$ cat src/rtl/button_pkg.sv
// rtl/button_pkg.sv - shared FSM encoding and default timing for the button conditioner
// Purpose: state constants, default parameter values and a held-state helper.
// Ports: none (package).
package button_pkg;

    localparam logic [1:0] ST_IDLE         = 2'd0;
    localparam logic [1:0] ST_PRESS_WAIT   = 2'd1;
    localparam logic [1:0] ST_PRESSED      = 2'd2;
    localparam logic [1:0] ST_RELEASE_WAIT = 2'd3;

    localparam int DEF_DEBOUNCE_CYCLES = 500000;
    localparam int DEF_CNT_W           = 19;
    localparam int DEF_REPEAT_DELAY    = 25000000;
    localparam int DEF_REPEAT_PERIOD   = 10000000;

    // The key counts as held from acceptance until a release has been debounced.
    function automatic logic held_state(input logic [1:0] st);
        return (st == ST_PRESSED) || (st == ST_RELEASE_WAIT);
    endfunction

endpackage

$ cat src/rtl/debounce_channel.sv
// rtl/debounce_channel.sv - one key: 2-FF synchroniser, debounce FSM, press pulse
// Purpose: turns one raw bouncing key into a one-cycle press pulse and a debounced level.
// Optional feature: BUTTON_CONDITIONER_AUTO_REPEAT_EN adds hold-to-repeat pulses.
// Ports: clk, rst (sync active-high), i_raw (async key), o_press (registered pulse),
//        o_held (debounced level).
module debounce_channel
    import button_pkg::*;
#(
    parameter int DEBOUNCE_CYCLES = DEF_DEBOUNCE_CYCLES,
    parameter int CNT_W           = DEF_CNT_W,
    parameter bit ACTIVE_LOW      = 1'b1,
    parameter int REPEAT_DELAY    = DEF_REPEAT_DELAY,
    parameter int REPEAT_PERIOD   = DEF_REPEAT_PERIOD
) (
    input  logic clk,
    input  logic rst,
    input  logic i_raw,
    output logic o_press,
    output logic o_held
);

    if (DEBOUNCE_CYCLES < 2) begin : g_chk_debounce
        $error("debounce_channel: DEBOUNCE_CYCLES must be >= 2");
    end
    if ((64'd1 << CNT_W) <= 64'(DEBOUNCE_CYCLES)) begin : g_chk_width
        $error("debounce_channel: CNT_W too narrow for DEBOUNCE_CYCLES");
    end
    if (REPEAT_DELAY < 1 || REPEAT_PERIOD < 1) begin : g_chk_repeat
        $error("debounce_channel: repeat timings must be positive");
    end

    localparam logic [CNT_W-1:0] CNT_LAST = CNT_W'(DEBOUNCE_CYCLES - 1);
    localparam logic [CNT_W-1:0] CNT_MAX  = '1;

    logic             r_sync1;
    logic             r_sync2;
    logic [1:0]       r_state;
    logic [CNT_W-1:0] r_cnt;
    logic             r_press;
    logic             w_level;
    logic             w_cnt_done;
    logic [CNT_W-1:0] w_cnt_inc;
    logic             w_rep_pulse;

    // Synchroniser resets to the released raw level so no false press follows reset.
    always_ff @(posedge clk) begin
        if (rst) begin
            r_sync1 <= ACTIVE_LOW;
            r_sync2 <= ACTIVE_LOW;
        end else begin
            r_sync1 <= i_raw;
            r_sync2 <= r_sync1;
        end
    end

    assign w_level    = r_sync2 ^ ACTIVE_LOW;
    assign w_cnt_done = (r_cnt == CNT_LAST);
    assign w_cnt_inc  = (r_cnt == CNT_MAX) ? r_cnt : r_cnt + CNT_W'(1);

    always_ff @(posedge clk) begin
        if (rst) begin
            r_state <= ST_IDLE;
            r_cnt   <= '0;
            r_press <= 1'b0;
        end else begin
            r_press <= 1'b0;
            case (r_state)
                ST_IDLE: begin
                    if (w_level) begin
                        r_state <= ST_PRESS_WAIT;
                        r_cnt   <= '0;
                    end
                end
                ST_PRESS_WAIT: begin
                    if (!w_level) begin
                        r_state <= ST_IDLE;
                    end else if (w_cnt_done) begin
                        r_state <= ST_PRESSED;
                        r_press <= 1'b1;
                    end else begin
                        r_cnt <= w_cnt_inc;
                    end
                end
                ST_PRESSED: begin
                    if (!w_level) begin
                        r_state <= ST_RELEASE_WAIT;
                        r_cnt   <= '0;
                    end
                end
                ST_RELEASE_WAIT: begin
                    // Key came back before the release settled: still the same press.
                    if (w_level) begin
                        r_state <= ST_PRESSED;
                    end else if (w_cnt_done) begin
                        r_state <= ST_IDLE;
                    end else begin
                        r_cnt <= w_cnt_inc;
                    end
                end
                default: r_state <= ST_IDLE;
            endcase
        end
    end

`ifdef BUTTON_CONDITIONER_AUTO_REPEAT_EN
    localparam int REP_MAX = (REPEAT_DELAY > REPEAT_PERIOD) ? REPEAT_DELAY : REPEAT_PERIOD;
    localparam int REP_W   = $clog2(REP_MAX) + 1;

    logic [REP_W-1:0] r_rep_cnt;
    logic             r_rep_armed;
    logic             r_rep_pulse;
    logic             w_rep_last;

    // First interval is the initial hold delay; afterwards the shorter period.
    assign w_rep_last = r_rep_armed ? (r_rep_cnt == REP_W'(REPEAT_PERIOD - 1))
                                    : (r_rep_cnt == REP_W'(REPEAT_DELAY - 1));

    always_ff @(posedge clk) begin
        if (rst) begin
            r_rep_cnt   <= '0;
            r_rep_armed <= 1'b0;
            r_rep_pulse <= 1'b0;
        end else begin
            r_rep_pulse <= 1'b0;
            if (held_state(r_state)) begin
                if (w_rep_last) begin
                    r_rep_pulse <= 1'b1;
                    r_rep_cnt   <= '0;
                    r_rep_armed <= 1'b1;
                end else begin
                    r_rep_cnt <= r_rep_cnt + REP_W'(1);
                end
            end else begin
                r_rep_cnt   <= '0;
                r_rep_armed <= 1'b0;
            end
        end
    end

    assign w_rep_pulse = r_rep_pulse;
`else
    assign w_rep_pulse = 1'b0;
`endif

    assign o_press = r_press | w_rep_pulse;
    assign o_held  = held_state(r_state);

endmodule

$ cat src/rtl/button_conditioner.sv
// rtl/button_conditioner.sv - two-key conditioner feeding the BCD up/down counter
// Purpose: debounces up/down keys and emits registered, mutually exclusive count strobes.
// Optional feature: BUTTON_CONDITIONER_AUTO_REPEAT_EN (hold-to-repeat, see debounce_channel).
// Ports: clk, rst (sync active-high), btn_up_raw, btn_down_raw (async keys),
//        count_up, count_down, en_count (one-cycle strobes), up_held, down_held (levels).
module button_conditioner
    import button_pkg::*;
#(
    parameter int DEBOUNCE_CYCLES = DEF_DEBOUNCE_CYCLES,
    parameter int CNT_W           = DEF_CNT_W,
    parameter int BTN_ACTIVE_LOW  = 1,
    parameter int REPEAT_DELAY    = DEF_REPEAT_DELAY,
    parameter int REPEAT_PERIOD   = DEF_REPEAT_PERIOD
) (
    input  logic clk,
    input  logic rst,
    input  logic btn_up_raw,
    input  logic btn_down_raw,
    output logic count_up,
    output logic count_down,
    output logic en_count,
    output logic up_held,
    output logic down_held
);

    localparam bit ACTIVE_LOW = (BTN_ACTIVE_LOW != 0);

    logic w_up_press;
    logic w_dn_press;
    logic w_up_held;
    logic w_dn_held;

    logic r_count_up;
    logic r_count_down;
    logic r_en_count;
    logic r_up_held;
    logic r_down_held;

    debounce_channel #(
        .DEBOUNCE_CYCLES (DEBOUNCE_CYCLES),
        .CNT_W           (CNT_W),
        .ACTIVE_LOW      (ACTIVE_LOW),
        .REPEAT_DELAY    (REPEAT_DELAY),
        .REPEAT_PERIOD   (REPEAT_PERIOD)
    ) u_up (
        .clk     (clk),
        .rst     (rst),
        .i_raw   (btn_up_raw),
        .o_press (w_up_press),
        .o_held  (w_up_held)
    );

    debounce_channel #(
        .DEBOUNCE_CYCLES (DEBOUNCE_CYCLES),
        .CNT_W           (CNT_W),
        .ACTIVE_LOW      (ACTIVE_LOW),
        .REPEAT_DELAY    (REPEAT_DELAY),
        .REPEAT_PERIOD   (REPEAT_PERIOD)
    ) u_down (
        .clk     (clk),
        .rst     (rst),
        .i_raw   (btn_down_raw),
        .o_press (w_dn_press),
        .o_held  (w_dn_held)
    );

    // Coincident pulses are ambiguous for the counter, so both are dropped.
    always_ff @(posedge clk) begin
        if (rst) begin
            r_count_up   <= 1'b0;
            r_count_down <= 1'b0;
            r_en_count   <= 1'b0;
            r_up_held    <= 1'b0;
            r_down_held  <= 1'b0;
        end else begin
            r_count_up   <= w_up_press & ~w_dn_press;
            r_count_down <= w_dn_press & ~w_up_press;
            r_en_count   <= w_up_press ^ w_dn_press;
            r_up_held    <= w_up_held;
            r_down_held  <= w_dn_held;
        end
    end

    assign count_up   = r_count_up;
    assign count_down = r_count_down;
    assign en_count   = r_en_count;
    assign up_held    = r_up_held;
    assign down_held  = r_down_held;

endmodule
$ cat config.mk
export PLATFORM = sky130hd
export DESIGN_NAME = button_conditioner
export DESIGN_NICKNAME = d
export VERILOG_FILES = /design/src/rtl/button_pkg.sv /design/src/rtl/debounce_channel.sv /design/src/rtl/button_conditioner.sv
export SDC_FILE = /design/constraint.sdc
export NUM_CORES = 1
export LEC_CHECK = 0
export ABC_AREA = 1
export BUFFER_PORTS_ARGS = -buffer_cell sky130_fd_sc_hd__buf_2
export CAP_MARGIN = 20
export CORE_ASPECT_RATIO = 0.75
export CORE_UTILIZATION = 55
export DETAILED_ROUTE_END_ITERATION = 6
export GPL_TIMING_DRIVEN = 0
export HOLD_SLACK_MARGIN = 0.15
export PLACE_DENSITY = 0.72
export SLEW_MARGIN = 20
export SYNTH_ARGS = -nofsm -noshare
export SYNTH_HDL_FRONTEND = slang
export SYNTH_HIERARCHICAL = 1
export SYNTH_SLANG_ARGS = --single-unit
$ cat constraint.sdc
create_clock -name clk -period 2.1 [get_ports clk]
set_input_delay 0.105 -clock clk [delete_from_list [all_inputs] [get_ports clk]]
set_output_delay 0.105 -clock clk [all_outputs]
set_load 0.1 [all_outputs]
Word-level counts from Yosys, hierarchy flattened
Cells that the tools add are included.
Storage, ports and cells
  bits in registers: 53
  output and inout bits: 5
  logic and storage cells: 86
Operators by class
  add/subtract/negate cells: 2
  equal/unequal tests: 22
  mux-type cells: 30
  bitwise gates (word level): 7
  reductions and logical operators: 10
Operators by type and width (count)
  2-to-1 mux 19 bit: 12
  one-hot mux 19 bit (4 select lines): 2
  equality test 19 bit, second input constant: 4
  adder 19 x 1 -> 19 bit, second input constant: 2
  2-to-1 mux 2 bit: 12
  one-hot mux 2 bit (4 select lines): 2
  AND reduction 4 bit: 4
  equality test 2 bit, second input constant: 4
  inequality test 2 x 1 -> 1 bit, second input constant: 4
  inequality test 2 bit, second input constant: 4
  inequality test 3 x 1 -> 1 bit, second input constant: 2
  inequality test 3 bit, second input constant: 2
  OR reduction 3 bit: 2
  equality test 2 x 1 -> 1 bit, second input constant: 2
  logical NOT 2 bit: 2
  inverter 1 bit: 4
  AND 1 bit: 2
  logical OR 1 bit: 2
  2-to-1 mux 1 bit: 2
  bitwise XOR 1 bit: 1

Logic depth before layout (Yosys ltp)
Gate-level depths: netlist of run 1.
  depth after elaboration: 5
  depth in mapped cells: 12
  depth with buffers taken out: 11

By module
The synthesis of run 1 kept the hierarchy.
Modules (own cells, without submodules)
  debounce_channel: times used 2, cells each 207, area an instance 1392.6 um2, sequential area each 480.5 um2
  button_conditioner: times used 1, cells each 18, area an instance 166.4 um2, sequential area each 100.1 um2

Worst setup path before layout of run 1
Ideal clock, no wire load.
  kind: reg-to-reg
  start: register u_down.r_cnt[0]
  end: register u_down.r_cnt[2]
  library setup time: 0.115 ns
  data arrival time: 1.361 ns
  required time: 1.985 ns
  setup slack: 0.624 ns
  cell stages (with the launch flop): 10
  path buffers: 1
  cells stage by stage: dfxtp_1 > ha_1 > nand3_1 > nor2_1 > nand3_2 > nand2_1 > nor2_2 > buf_6 > a21oi_1 > nor2_1
On the way
  longest elaborated chain between the ends: 5
Ends and longest elaborated chain
  start, declared: RTL line debounce_channel.sv:38  | logic [CNT_W-1:0] r_cnt;
  start signal, assigned: RTL line debounce_channel.sv:81  | r_cnt <= w_cnt_inc;
  start signal, assigned: RTL line debounce_channel.sv:97  | r_cnt <= w_cnt_inc;
  adder 19 x 1 -> 19 bit / equality test 19 bit (equally long branches): RTL line debounce_channel.sv:58  | assign w_cnt_inc = (r_cnt == CNT_MAX) ? r_cnt : r_cnt + CNT_W'(1);
  2-to-1 mux 19 bit: RTL line debounce_channel.sv:58
  2-to-1 mux 19 bit *: RTL line debounce_channel.sv:77, debounce_channel.sv:94
  2-to-1 mux 19 bit, on equally long branches: RTL line debounce_channel.sv:92, debounce_channel.sv:75
  one-hot mux 19 bit (4 select lines) *: RTL line debounce_channel.sv:67  | case (r_state)
Mark *: on every way between the ends. The rest lies on a longest branch, timed or not. The select of a mux whose other input is x is not followed.
A chain may end at the register's enable or synchronous reset.

Worst setup path after layout of run 1
  start: register u_up.r_cnt[1]
  end: register u_up.r_cnt[7]
On the way
  longest elaborated chain between the ends: 5
Ends and longest elaborated chain (RTL line)
  start, declared: debounce_channel.sv:38
  start signal, assigned: debounce_channel.sv:81
  start signal, assigned: debounce_channel.sv:97
  adder 19 x 1 -> 19 bit / equality test 19 bit (equally long branches): debounce_channel.sv:58
  2-to-1 mux 19 bit: debounce_channel.sv:58
  2-to-1 mux 19 bit *: debounce_channel.sv:77, debounce_channel.sv:94
  2-to-1 mux 19 bit, on equally long branches: debounce_channel.sv:92, debounce_channel.sv:75
  one-hot mux 19 bit (4 select lines) *: debounce_channel.sv:67
Marked as above.

==> impl_results.md, run 1 <==
- Synth top cells by count: nand2_1 (118), nor2_1 (89), dfxtp_1 (53), inv_1 (30)
- Final #Nets: 458
- Total power: ~1.7 mW
- Clock sinks: 53
- Syn_nets: 440
- Vias in the first global route: ~2,400
- Ports: 9
- Crit path launch type: flip-flop
- Critical Path, Cell by Cell: ha_1, nand3_1, nor2_1, nand3_2, nand2_1, nor2_2, buf_6, a21oi_1, nor2_1
- Clock Path Buffers: 2
- DRC viols: 0
- Critical Path Max Stage Delay: ~370 ps
- Total number of vias: about 2,600
- Max IR drop VDD: 0.0004569 V
- Area added between synthesis and finish: 8.817%
- Starting Density: roughly three fifths
- Worst R2R Setup Slack: about 360 ps
- Largest registers: u_down/r_cnt: 19 flops, u_up/r_cnt: 19 flops
- Row cnt: 22
- Top cells by area, synth: dfxtp_1 (36%), nand2_1 (15%), nor2_1 (11%)
- Worst setup EP type: flip-flop
- Hold Crit Class: flip-flop to flip-flop
- Cell count after synthesis: between 400 and 500
- Pwr dens: 537.2 nW/um^2
- Placed cells: around 510
- Post-cts repair resize count: 0
- Detailed Route WL: just over 6000 um
- Netlist Area Pre-Place: between 2000 and 3000 um^2
- Critical R2R Launch: u_up/r_cnt[1]
- Lkg Pwr: between 1 and 1.5 nW
- CP startpoint: u_up/r_cnt[1]
- Htree depth: 2
- Commonest register cell after synthesis: dfxtp_1
- First-pass GRT wire length: 11,020 um
- Place WS: ~420 ps
- Ant. Diodes: 0
- Dominant cell type by area after synthesis: dfxtp_1
- Placed instance area: slightly above 3000 um^2
- Vias/cell: approximately 5.0
- Syn avg cell area: between 6 and 7 um^2
- RSZ-0062 raised after global routing: false
- Status: complete, no violations
- Unique masters post-synth: 31
- Worst Reg-to-Reg Cells: 9
- Most Frequent Cell on Critical Path: nor2_1
- Die width: around 87 um
- GRT Util Overall: between 20% and 30%
- FF-to-FF End: u_up/r_cnt[7]
- Seq/Total Area, Yosys: ~36%
- Die area: around 5700 um^2
- Final WS setup: 364.2 ps
- Hold depth: 1
- Clk_lat worst skew: around 310 ps
- Clock period minus worst slack: 1736 ps
- Final core occ: between 60 and 70%
- Final Setup Violations: 0
- Clk_skew: approximately 14 ps
- TritonCTS buffer count: 5
- Clk slew on worst S/H paths: between 100 and 150 ps
- Post-synth EDFFs: 0
- Final Non-Filler Cells: approximately 520
- Port-buffer cells: 8
- Setup TNS Final: 0 ps
- Hold Crit Start: u_up/r_sync1
- Worst hold margin: roughly 420 ps
- Hold Path Sink: u_up/r_sync2
- ANT nets after route: 0
- Total grt overflow: 0
- Drt first-iter violations: around 140
- Delay-heaviest family, CP: simple AND/OR/NAND/NOR gates
- Tightest Pin Transition: a little over 700 ps
- CP Class: flip-flop to flip-flop
- Yosys warnings: 6
- Gpl congestion: 0.8986
- Initial antenna violation count: 0
- Post-synth top area share: a little over a third
- Die H: approximately 65 um
- Max-cap violations: 0
- Crit Path Max Fanout: 10
- Drt first pass iters: 4
- Hold_buf cts: 3
- Maximum clock frequency: around 580 MHz
- Dpl hpwl: ~4700 um
- Largest net degree at the start of global routing: 18
- Asr flop ratio synth: 0%
- Core area: slightly above 5000 um^2
- Post-synthesis register bit count: 53
- Cell area after layout: between 3000 and 4000 um^2
- CTS tree: built
- Crit path required time: approximately 2300 ps
- Postcts setup bufs: 0
- Layout cells sized above 1: roughly 18%
- DR WL/cell: 11.64 um
- Buf+Inv Stages, Crit Path: 1
- Arrival time at the worst endpoint: between 1500 and 2000 ps
- Final period util: about 83%
- CTS root buffer: clkbuf_8
- Relative slew slack: a little over half
- Most numerous cell in the Yosys netlist: nand2_1
- Slowest stage cell, crit path: dfxtp_1
- Max-slew violations: 0
- Endpoints failing hold: 0
final cells by class:
cell class	instances	area (um^2)
Clock buffer	6	82.58
Sequential cell	53	1061
Multi-Input combinational cell	329	1658
Fill cell	485	1826
Buffer	10	82.58
Clock inverter	2	17.52
Timing Repair Buffer	11	70.07
Inverter	40	150.1
Tap cell	72	90.09
cell families (layout without fill, tap and decap cells):
kind of cell             count (synthesis)  after routing  synth area share [%]
AND/OR/NAND/NOR                        271            271                 41.33
AO/OA/AOI/OAI                           44             44                 10.17
flip-flops                              53             53                 35.95
adder cells (fa/ha/maj)                  4              4                 1.696
buffers and inverters                   50             69                 7.885
XOR/XNOR                                10             10                 2.968
worst register-to-register path, cell delays in order (launching register included):
cell     delay [ps]
dfxtp_1         370
ha_1            280
nand3_1         160
nor2_1          160
nand3_2         130
nand2_1         130
nor2_2           60
buf_6           140
a21oi_1         130
nor2_1           60
worst max path at each step:
stage                      endpoint  cells past startpoint  slack, ps
detailed placement   u_up/r_cnt[11]                     10        420
global placement    u_down/r_cnt[5]                      9        440
global route          u_up/r_cnt[7]                      9        170
CTS                  u_up/r_cnt[11]                     10        380
floorplan           u_down/r_cnt[2]                      9        620
finish                u_up/r_cnt[7]                      9        360
where the power goes:
| part | internal (mW) | total (mW) | switching, mW | leakage (nW) |
|---|---|---|---|---|
| Combinational | 0.0277 | 0.0817 | 0.0540 | 0.585 |
| Sequential | 1.01 | 1.01 | 0.00330 | 0.428 |
| Clock | 0.275 | 0.631 | 0.357 | 0.0518 |
per-layer routing:
layer | share of wire (%) | GRT usage (%) | vias to the layer above | wire length, um
li1 | - | - | 1392 | -
met1 | 57 | 38.26 | 1186 | 3470
met2 | 38 | 36.31 | 34 | 2322
met3 | 4.5 | 4.523 | 2 | 274
met4 | 0.31 | 4.583 | 0 | 19
met5 | 0 | 0 | - | 0
cell usage in the layout, fill, tap and decap left out, types with 3 or more instances in the layout:
master         Yosys  final
buf_6              6      6
nor2_2            12     12
o21ai_1            4      4
ha_1               4      4
clkinv_1           4      4
xor2_1             8      8
a21oi_2           16     16
inv_1             30     30
dlygate4sd3_1      0      3
a21oi_1           16     16
nand2_2            4      4
nor2_1            89     89
nand3_2           12     12
inv_2              6      6
nand3_1           16     16
dfxtp_1           53     53
clkbuf_8           0      6
o21bai_1           4      4
buf_2              0      8
nand2_1          118    118
or2_2              4      4
(Power assumes the default switching activity.)
==> inputs of run 2 (changes only) <==
Settings changed: ABC_AREA 1 to 0, PLACE_DENSITY 0.72 to 0.75.
Clock period 2.1 ns to 1.5 ns, I/O delays scaled along.
==> run 2 against run 1 <==
  * The flow now finishes with violations (negative setup slack)
  * Routed wire length up 25%
  * Clock-buffer cell count did not move
  * Synthesized cell count shrank 29%
  * Sequential cell count unchanged
  * Sequential share of layout area fell by 2.7 points
  * Core utilization rose by 17 points
  * Clock power increased by 29%
  * Critical endpoint is now u_down/r_cnt[10]
==> impl_results.md, run 2 <==
- Status: complete, but fails checks
- Failing checks: negative setup slack
- Pwr dens: 655.0 nW/um^2 (+22%)
- Gpl congestion: 0.8390 (-6.6%)
- DRC viols: 0 (unchanged)
- Placed cells: 373 (-27%)
- Largest registers: u_down/r_cnt: 19 flops, u_up/r_cnt: 19 flops
- Final core occ: 80.53% (+17 points)
- Row cnt: 21 (-4.5%)
- Syn_nets: 316 (-28%)
- Crit path required time: 1730 ps (-570 ps)
- Syn avg cell area: 8.405 um^2 (+23%)
- Top cells by area, synth: dfxtp_1 (41%), nor2_1 (5.7%), nand4_1 (4.8%)
- Worst Reg-to-Reg Cells: 7 (-2)
- Critical Path Max Stage Delay: 570 ps (+200 ps)
- Largest net degree at the start of global routing: 17 (-1)
- Clock sinks: 53 (unchanged)
- CTS tree: built
- Netlist Area Pre-Place: 2589 um^2 (-12%)
- Commonest non-fill, non-tap cell in the layout: nor2_1
- Final #Nets: 365 (-20%)
- RSZ-0062 raised after global routing: true
- Clk slew on worst S/H paths: 100 ps (about the same)
- Final WS setup: -704.0 ps (-1068 ps)
- Unique masters post-synth: 38 (+23%)
- Total number of vias: 2,639 (+0.96%)
- Maximum clock frequency: 453.7 MHz (-21%)
- Slowest stage cell, crit path: or4b_4
- Commonest non-fill, non-tap cells in the layout: nor2_1 (37), dfxtp_1 (35), nand2_1 (27)
- Post-synth EDFFs: 0 (unchanged)
- Dominant cell type by area after synthesis: dfxtp_1
- Lkg Pwr: 1.385 nW (+30%)
- Die area: 4988 um^2 (-12%)
- Crit Path Max Fanout: 7 (-3)
- FF-to-FF End: u_down/r_cnt[10]
- Area added between synthesis and finish: 39.78%
- Clock Path Buffers: 2 (unchanged)
- Footprint of the multi-input gates: 1800 um^2 (+8.6%)
- Hold depth: 4 (+3)
- CP startpoint: u_down/r_cnt[1]
- Critical Path, Cell by Cell: ha_4, nand3_4, or4b_4, or3_4, buf_8, nand4_1, mux2i_1
- Max IR drop VDD: 0.0006161 V (+35%)
- Cell area after layout: 3618 um^2 (+13%)
- Arrival time at the worst endpoint: 2440 ps (+500 ps)
- Placed instance area: 2778 um^2 (-9.9%)
- TritonCTS buffer count: 5 (unchanged)
- Die H: 61.42 um (-6.2%)
- GRT Util Overall: 27.06% (+2.1 points)
- Drt first-iter violations: 326 (+140%)
- Post-synth top area share: 40.99% (+5.0 points)
- Worst setup EP type: flip-flop
- Setup crit end: u_down/r_cnt[10]
- CP Class: flip-flop to flip-flop
- Delay-heaviest family, CP: simple AND/OR/NAND/NOR gates
- Hold Crit Class: input pin to flip-flop
- Final Setup Violations: 43 (+43)
- Worst R2R Setup Slack: -700 ps (-1070 ps)
- Endpoints failing hold: 0 (unchanged)
- ANT nets after route: 0 (unchanged)
- Die width: 81.22 um (-6.2%)
- Port-buffer cells: 8 (unchanged)
- Post-synthesis register bit count: 53 (unchanged)
- FILL cells: 253 (-48%)
- Crit path launch type: flip-flop
- Vias/cell: 6.359 (+27%)
- Storage element area: 1099 um^2 (+3.5%)
- Seq/Total Area, Yosys: 40.99% (+5.0 points)
- Relative slew slack: 64.15% (+12 points)
- Ant. Diodes: 0 (unchanged)
- Core area: 4493 um^2 (-11%)
- Dpl hpwl: 3877 um (-18%)
- Max-slew violations: 0 (unchanged)
- Synth top cells by count: dfxtp_1 (53), nor2_1 (39), nand2_1 (28), nand4_1 (20)
- Levels on crit path: 7 (-2)
- Yosys warnings: 6 (unchanged)
- Final Non-Filler Cells: 415 (-21%)
- Max-cap violations: 0 (unchanged)
- Drt first pass iters: 5 (+1)
- Asr flop ratio synth: 0% (unchanged)
- Most numerous cell in the Yosys netlist: dfxtp_1
- Commonest register cell after synthesis: dfxtp_1
- Critical R2R Launch: u_down/r_cnt[1]
- Htree depth: 2 (unchanged)
- Place WS: -820.6 ps (-1241 ps)
- Final period util: 146.9% (+64 points)
- Clk_lat worst skew: 310 ps (about the same)
- Clock period minus worst slack: 2204 ps (+468.2 ps)
- Total grt overflow: 0 (unchanged)
- Cell count after synthesis: 308 (-29%)
- Buf+Inv Stages, Crit Path: 1 (unchanged)
- Detailed Route WL: 7626 um (+25%)
- Starting Density: 57.62% (-0.98 points)
- DR WL/cell: 18.38 um (+58%)
- Worst hold margin: 231.6 ps (-191.4 ps)
- CTS root buffer: clkbuf_8
- First-pass GRT wire length: 10,070 um (-8.6%)
- Vias in the first global route: 2,097 (-13%)
- Ports: 9 (unchanged)
- Tightest Pin Transition: 535.5 ps (-182.5 ps)
- Clk_skew: 6.961 ps (-6.629 ps)
- Initial antenna violation count: 0 (unchanged)
- Layout cells sized above 1: 37.71% (+20 points)
## run 2: per-layer routing
metal,wire (um),share of wire (%),track usage (%),vias to the layer above
li1,-,-,-,1201
met1,3300,43,39.27,1238
met2,3433,45,40.22,169
met3,693,9.1,6.519,31
met4,197,2.6,7.143,0
met5,0,0,0,-
## run 2: logic make-up after synthesis
family / count (synthesis) / synth area share, %
and+or+nand+nor: 165 / 34.07
DFF: 53 / 40.99
AOI/OAI and AO/OA: 34 / 9.667
buffers and inverters: 30 / 5.607
xor gates and xnor gates: 16 / 5.413
muxes: 6 / 2.320
adders and majority gates: 4 / 1.933
## run 2: layout make-up
type	instances	share of cell area [%]
sequential	53	30.36
clock buffer	6	2.006
multi-input combinational	226	49.76
inverter	14	1.452
tap	57	1.971
clock inverter	2	0.4149
buffer	12	2.420
timing repair buffer	45	11.62
## run 2: worst min path at each step
stage / to / startpoint / slack [ps]
floorplan: en_count / rst / 140
global placement: u_up/r_sync1 / btn_up_raw / 260
detailed placement: u_down/r_sync1 / btn_down_raw / 260
CTS: u_up/r_cnt[10] / rst / 220
global route: u_up/r_cnt[10] / rst / 270
finish: u_up/r_cnt[10] / rst / 230
## run 2: metrics by stage
| stage | TNS, ps | total power [mW] |
|---|---|---|
| global placement | -22610 | 1.547 |
| global route | -19760 | 2.451 |
| CTS | -17530 | 2.356 |
| detailed placement | -23790 | 1.548 |
| floorplan | -16500 | 1.518 |
| finish | -17430 | 2.370 |
## run 2: repair_timing
item                                    4_1_cts  5_1_grt
cloned                                        2        2
resized for setup                            52       53
buffers inserted                             17       14
pin swaps                                    35       29
hold buffers                                  3        0
endpoints found under the setup margin       42       44
hold endpoints to repair                      7        0
## run 2: power breakdown
group	switching (mW)	internal [mW]	total [mW]
combinational	0.0891	0.0589	0.148
sequential	0.00831	1.40	1.41
clock	0.482	0.330	0.812
total	0.579	1.79	2.37
## run 2: tightest hold or removal path, delay by kind of cell
kind	cells	cell delay, ps
AO/OA/AOI/OAI	1	180
buffers and inverters	1	130
multiplexers	1	60
AND/OR/NAND/NOR	1	60
